### src/rtl/lfsr_prbs_generator.sv
// rtl/lfsr_prbs_generator.sv - Fibonacci LFSR PRBS generator with MSB-first word packing and backpressure
//
// Ports:
//   clock       sole clock, rising edge
//   rst         asynchronous active-high reset
//   seed        value captured into the LFSR (and the wrap reference) on load
//   load        seed load strobe; wins over enable
//   taps        feedback tap mask captured on taps_load
//   taps_load   tap mask load strobe
//   enable      request one LFSR shift this cycle
//   out_ready   consumer accepts the current word this cycle
//   q           serial bit, state MSB
//   data        packed output word, first bit in the MSB
//   data_valid  data holds a complete word
//   state       current LFSR state
//   wrapped     one-cycle pulse after a shift lands on the last loaded seed
//   cfg_err     one-cycle pulse on zero seed, zero taps, or zero-state guard
module lfsr_prbs_generator #(
  parameter int unsigned       WIDTH        = 32,
  parameter int unsigned       OUT_BITS     = 8,
  parameter logic [WIDTH-1:0]  DEFAULT_TAPS = WIDTH'(32'h8020_0003),
  parameter logic [WIDTH-1:0]  DEFAULT_SEED = WIDTH'(1)
) (
  input  logic                clock,
  input  logic                rst,
  input  logic [WIDTH-1:0]    seed,
  input  logic                load,
  input  logic [WIDTH-1:0]    taps,
  input  logic                taps_load,
  input  logic                enable,
  input  logic                out_ready,
  output logic                q,
  output logic [OUT_BITS-1:0] data,
  output logic                data_valid,
  output logic [WIDTH-1:0]    state,
  output logic                wrapped,
  output logic                cfg_err
);

  // Bit counter runs 0..OUT_BITS-1; a single-bit word still needs a 1-bit counter.
  localparam int unsigned      CNT_W    = (OUT_BITS > 1) ? $clog2(OUT_BITS) : 1;
  localparam logic [CNT_W-1:0] LAST_BIT = CNT_W'(OUT_BITS - 1);

  logic [WIDTH-1:0]    state_r;
  logic [WIDTH-1:0]    seed_reg;
  logic [WIDTH-1:0]    tap_reg;
  logic [CNT_W-1:0]    bit_cnt;
  logic [OUT_BITS-1:0] word_buf;
  logic [OUT_BITS-1:0] data_r;
  logic                data_valid_r;
  logic                wrapped_r;
  logic                cfg_err_r;

  logic                stall;
  logic                do_shift;
  logic                fb;
  logic [WIDTH-1:0]    shifted;
  logic                shift_zero;
  logic [WIDTH-1:0]    shift_next;
  logic [OUT_BITS-1:0] buf_next;
  logic                word_done;
  logic                seed_zero;
  logic                taps_zero;
  logic [WIDTH-1:0]    load_value;

  always_comb begin
    stall      = data_valid_r & ~out_ready;
    do_shift   = enable & ~load & ~stall;

    fb         = ^(state_r & tap_reg);
    shifted    = {state_r[WIDTH-2:0], fb};
    // A stuck-at-zero LFSR would never recover, so zero is replaced by the default seed.
    shift_zero = (shifted == '0);
    shift_next = shift_zero ? DEFAULT_SEED : shifted;

    // The outgoing bit is the pre-shift MSB; shifting in at the LSB leaves the
    // first bit of the word in the MSB once OUT_BITS bits have arrived.
    buf_next   = (word_buf << 1) | OUT_BITS'(state_r[WIDTH-1]);
    word_done  = do_shift & (bit_cnt == LAST_BIT);

    seed_zero  = (seed == '0);
    taps_zero  = (taps == '0);
    load_value = seed_zero ? DEFAULT_SEED : seed;
  end

  // Tap mask: a zero mask is rejected and the previous mask kept.
  always_ff @(posedge clock or posedge rst) begin
    if (rst) begin
      tap_reg <= DEFAULT_TAPS;
    end else if (taps_load && !taps_zero) begin
      tap_reg <= taps;
    end
  end

  // LFSR state and the wrap reference seed.
  always_ff @(posedge clock or posedge rst) begin
    if (rst) begin
      state_r  <= DEFAULT_SEED;
      seed_reg <= DEFAULT_SEED;
    end else if (load) begin
      state_r  <= load_value;
      seed_reg <= load_value;
    end else if (do_shift) begin
      state_r  <= shift_next;
    end
  end

  // Word assembly and output handshake.
  always_ff @(posedge clock or posedge rst) begin
    if (rst) begin
      bit_cnt      <= '0;
      word_buf     <= '0;
      data_r       <= '0;
      data_valid_r <= 1'b0;
    end else if (load) begin
      bit_cnt      <= '0;
      word_buf     <= '0;
      data_valid_r <= 1'b0;
    end else begin
      // Consumption first; a word completing on the same edge overrides it.
      if (data_valid_r && out_ready) begin
        data_valid_r <= 1'b0;
      end
      if (do_shift) begin
        if (word_done) begin
          data_r       <= buf_next;
          data_valid_r <= 1'b1;
          bit_cnt      <= '0;
          word_buf     <= '0;
        end else begin
          word_buf     <= buf_next;
          bit_cnt      <= bit_cnt + 1'b1;
        end
      end
    end
  end

  // Single-cycle status pulses. All error sources share one register so
  // simultaneous errors still produce one pulse.
  always_ff @(posedge clock or posedge rst) begin
    if (rst) begin
      wrapped_r <= 1'b0;
      cfg_err_r <= 1'b0;
    end else begin
      wrapped_r <= do_shift & (shift_next == seed_reg);
      cfg_err_r <= (load & seed_zero) | (taps_load & taps_zero) | (do_shift & shift_zero);
    end
  end

  assign q          = state_r[WIDTH-1];
  assign state      = state_r;
  assign data       = data_r;
  assign data_valid = data_valid_r;
  assign wrapped    = wrapped_r;
  assign cfg_err    = cfg_err_r;

endmodule

### config.mk
export PLATFORM = sky130hd
export DESIGN_NAME = lfsr_prbs_generator
export DESIGN_NICKNAME = d
export VERILOG_FILES = /design/src/rtl/lfsr_prbs_generator.sv
export SDC_FILE = /design/constraint.sdc
export NUM_CORES = 1
export LEC_CHECK = 0
export ABC_AREA = 1
export CAP_MARGIN = 10
export CORE_MARGIN = 2
export CORE_UTILIZATION = 55
export DETAILED_ROUTE_END_ITERATION = 12
export MAX_ROUTING_LAYER = met4
export PLACE_DENSITY = 0.83
export RECOVER_POWER = 100
export REMOVE_ABC_BUFFERS = 1
export SLEW_MARGIN = 40
export SYNTH_ARGS = -nofsm -noshare
export SYNTH_HDL_FRONTEND = slang
export SYNTH_SLANG_ARGS = --single-unit
export TNS_END_PERCENT = 10
### constraint.sdc
create_clock -name clock -period 5.9 [get_ports clock]
set_clock_uncertainty 0.05 [all_clocks]
set_input_delay 1.18 -clock clock [delete_from_list [all_inputs] [get_ports clock]]
set_output_delay 1.18 -clock clock [all_outputs]
set_load 0.01 [all_outputs]
==> results.toml <==
[status]
status = "complete, but fails checks"
violations = "max-capacitance violations, max-slew violations"

[placement]
dp_hpwl_mm = 11.7
placedCellCount = 1064
gp_congestion = 0.941
dpl-instance-area_mm2 = 0.00733
dp_slack_ps = 2100
portBuffers = 113

[cts]
postCtsSetupBuffers = 0
clk_pin_slew_ps = 60
cts_root_buffer = "clkbuf_8"
cts_buffers = 17
cts.path.max_buffers = 2
cts_tree = "done"
ctsHoldBuffers = 0
clk_latency_ps = 520
cts_sinks = 117
ctsResizeCount = 0
cts_max_level = 4

[power]
ir_drop_mv = 0.188
power_density_mw_per_mm2 = 331
p_leak_nw = 4.10

[floorplan]
die_h_um = 110
io_pins = 114
start_util = 0.564
core-area_mm2 = 0.0109
num_rows = 38
die_width_um = 110
die_area_mm2 = 0.0120

[timing]
setup_ws_ps = 1660
fin_crit_sh = 0.718
max_freq_mhz = 236
min_period_ps = 4240
rsz0062_at_grt = "false"
tightest_slew_ps = 3690
finalSetupViolations = 0
worst_slew_margin_rel = -1.47
setup_tns_ps = 0
drv_slew = 86
hold_viol = 0

[synthesis]
synth_seq_cells = 117
seq_area_frac_synth = 0.478
syn_area_per_cell_um2 = 7.35
synth_area_leader_cell = "dfrtp_1"
netlist_top_cells_count = "nand2_1, dfrtp_1, inv_1"
netlist_area_mm2 = 0.00614
synth_top_flop_cell = "dfrtp_1"
ys_warn_count = 0
synth.most_common_cell = "nand2_1"
ys_types = 34
synth.top_cell.area_share = 0.452
synth-edff-count = 0
async_reset_ff_frac = 1.00
netlist_instances = 836
yosys-top-cells-area = "dfrtp_1, nand2_1, o21ai_0"

[finish]
syn2layout_area_growth_pct = 30.1
drive_above_1_share = 0.0450
fin_nets = 1015
final_cells = 1096
fin_util = 0.734
post-route-cell-area_mm2 = 0.00799
n_antenna_cell = 0

[drt]
wl_per_cell_um = 15.4
drc = 0
vias_per_cell = 5.47
num_vias = 5990
drt_pass1_iterations = 7
ant_nets = 0
wl_mm = 16.9
drt_iter0_drc = 539

[grt]
grt_max_degree = 86
globalRouteTotalUtil = 0.306
grt_pass1_wl_mm = 26.7
grt_overflow = 0
grt_pass1_vias = 5652
antenna_found_initial = 0

[setup_path]
cp-end-kind = "register"
reg2reg_depth = 8
startpoint_type = "input port"
arrival_ps = 4610
path_class = "input port to register"
path_max_fanout = 38
worst_ep_required_time_ps = 6280

[worst_hold_path]
holdPathStages = 2
min_path_type = "register to register"

[run]
drv_cap = 1
cell families after synthesis:
family	count (synthesis)	synth area share
AND/OR/NAND/NOR	452	0.302
AO/OA/AOI/OAI	116	0.103
flip-flops	117	0.478
buffers and inverters	130	0.0863
adder cells (fa/ha/maj)	2	0.00407
XOR/XNOR	19	0.0271
cell usage in the layout, fill, tap and decap left out:
cell type / instances
dfrtp_1: 111
nor4_1: 17
dlygate4sd3_1: 48
clkinvlp_4: 2
nor3_1: 1
nand4_1: 17
clkinv_1: 1
xnor2_1: 14
clkbuf_16: 16
bufinv_16: 7
clkinvlp_2: 1
o21ai_0: 95
or2_0: 1
clkdlybuf4s50_1: 64
a2111oi_0: 1
ha_1: 2
clkinv_2: 2
dfstp_2: 5
nor2_1: 11
buf_4: 3
a22o_1: 1
nand2_2: 2
nand3_1: 34
a31oi_1: 2
o211ai_1: 1
a21oi_1: 1
or4_1: 1
inv_1: 98
a221oi_1: 2
nand2_8: 1
clkbuf_8: 2
nand3b_1: 1
nand2_1: 366
o22ai_1: 12
xor2_1: 5
clkbuf_1: 4
dfstp_1: 1
clkinv_4: 2
o221ai_1: 1
metal layers:
metal,global-route usage,vias up,part of all wire
met1,0.392,2792,0.43
met5,-,-,0
met4,0.108,0,0.025
li1,-,2887,-
met3,0.0723,43,0.077
met2,0.479,268,0.47
per-stage QoR:
stage | hold WS [ps] | power, mW
after floorplan | 392 | 1.24
after global placement | 404 | 1.45
after detailed placement | 409 | 1.46
after CTS | 423 | 2.66
after global routing | 437 | 2.75
final | 421 | 2.64
worst max-delay path, stage by stage:
cell,delay [ps]
dlygate4sd3_1,520
inv_1,40
nand2_1,70
nand2_1,50
nor2_1,330
nor2_1,150
inv_1,790
clkbuf_1,1060
nor2_1,160
a31oi_1,240
cell type report:
| type | count | area, um2 |
|---|---|---|
| clock buffers | 19 | 432 |
| repair buffers | 118 | 1150 |
| inverters | 100 | 377 |
| flip-flops and latches | 117 | 2940 |
| clock inverters | 13 | 253 |
| fillers | 810 | 2890 |
| multi-input cells | 589 | 2670 |
| well taps | 140 | 175 |
where the power goes:
| group | switching, mW | internal (mW) |
|---|---|---|
| Combinational | 0.298 | 0.200 |
| Clock | 0.368 | 0.824 |
| Sequential | 0.0735 | 0.880 |
| Total | 0.739 | 1.90 |
path summary, 6_finish.rpt:
kind,startpoint,to,slack (ps)
min in group asynchronous,rst,word_buf[1],2160
worst max-delay path,out_ready,state[0],1660
worst min register to register,tap_reg[15],tap_reg[15],420
worst max register to register,data_valid,state[0],2500
worst min-delay path,tap_reg[15],tap_reg[15],420
max in group asynchronous,rst,tap_reg[21],1940
Power figures use the tool's default switching activity.
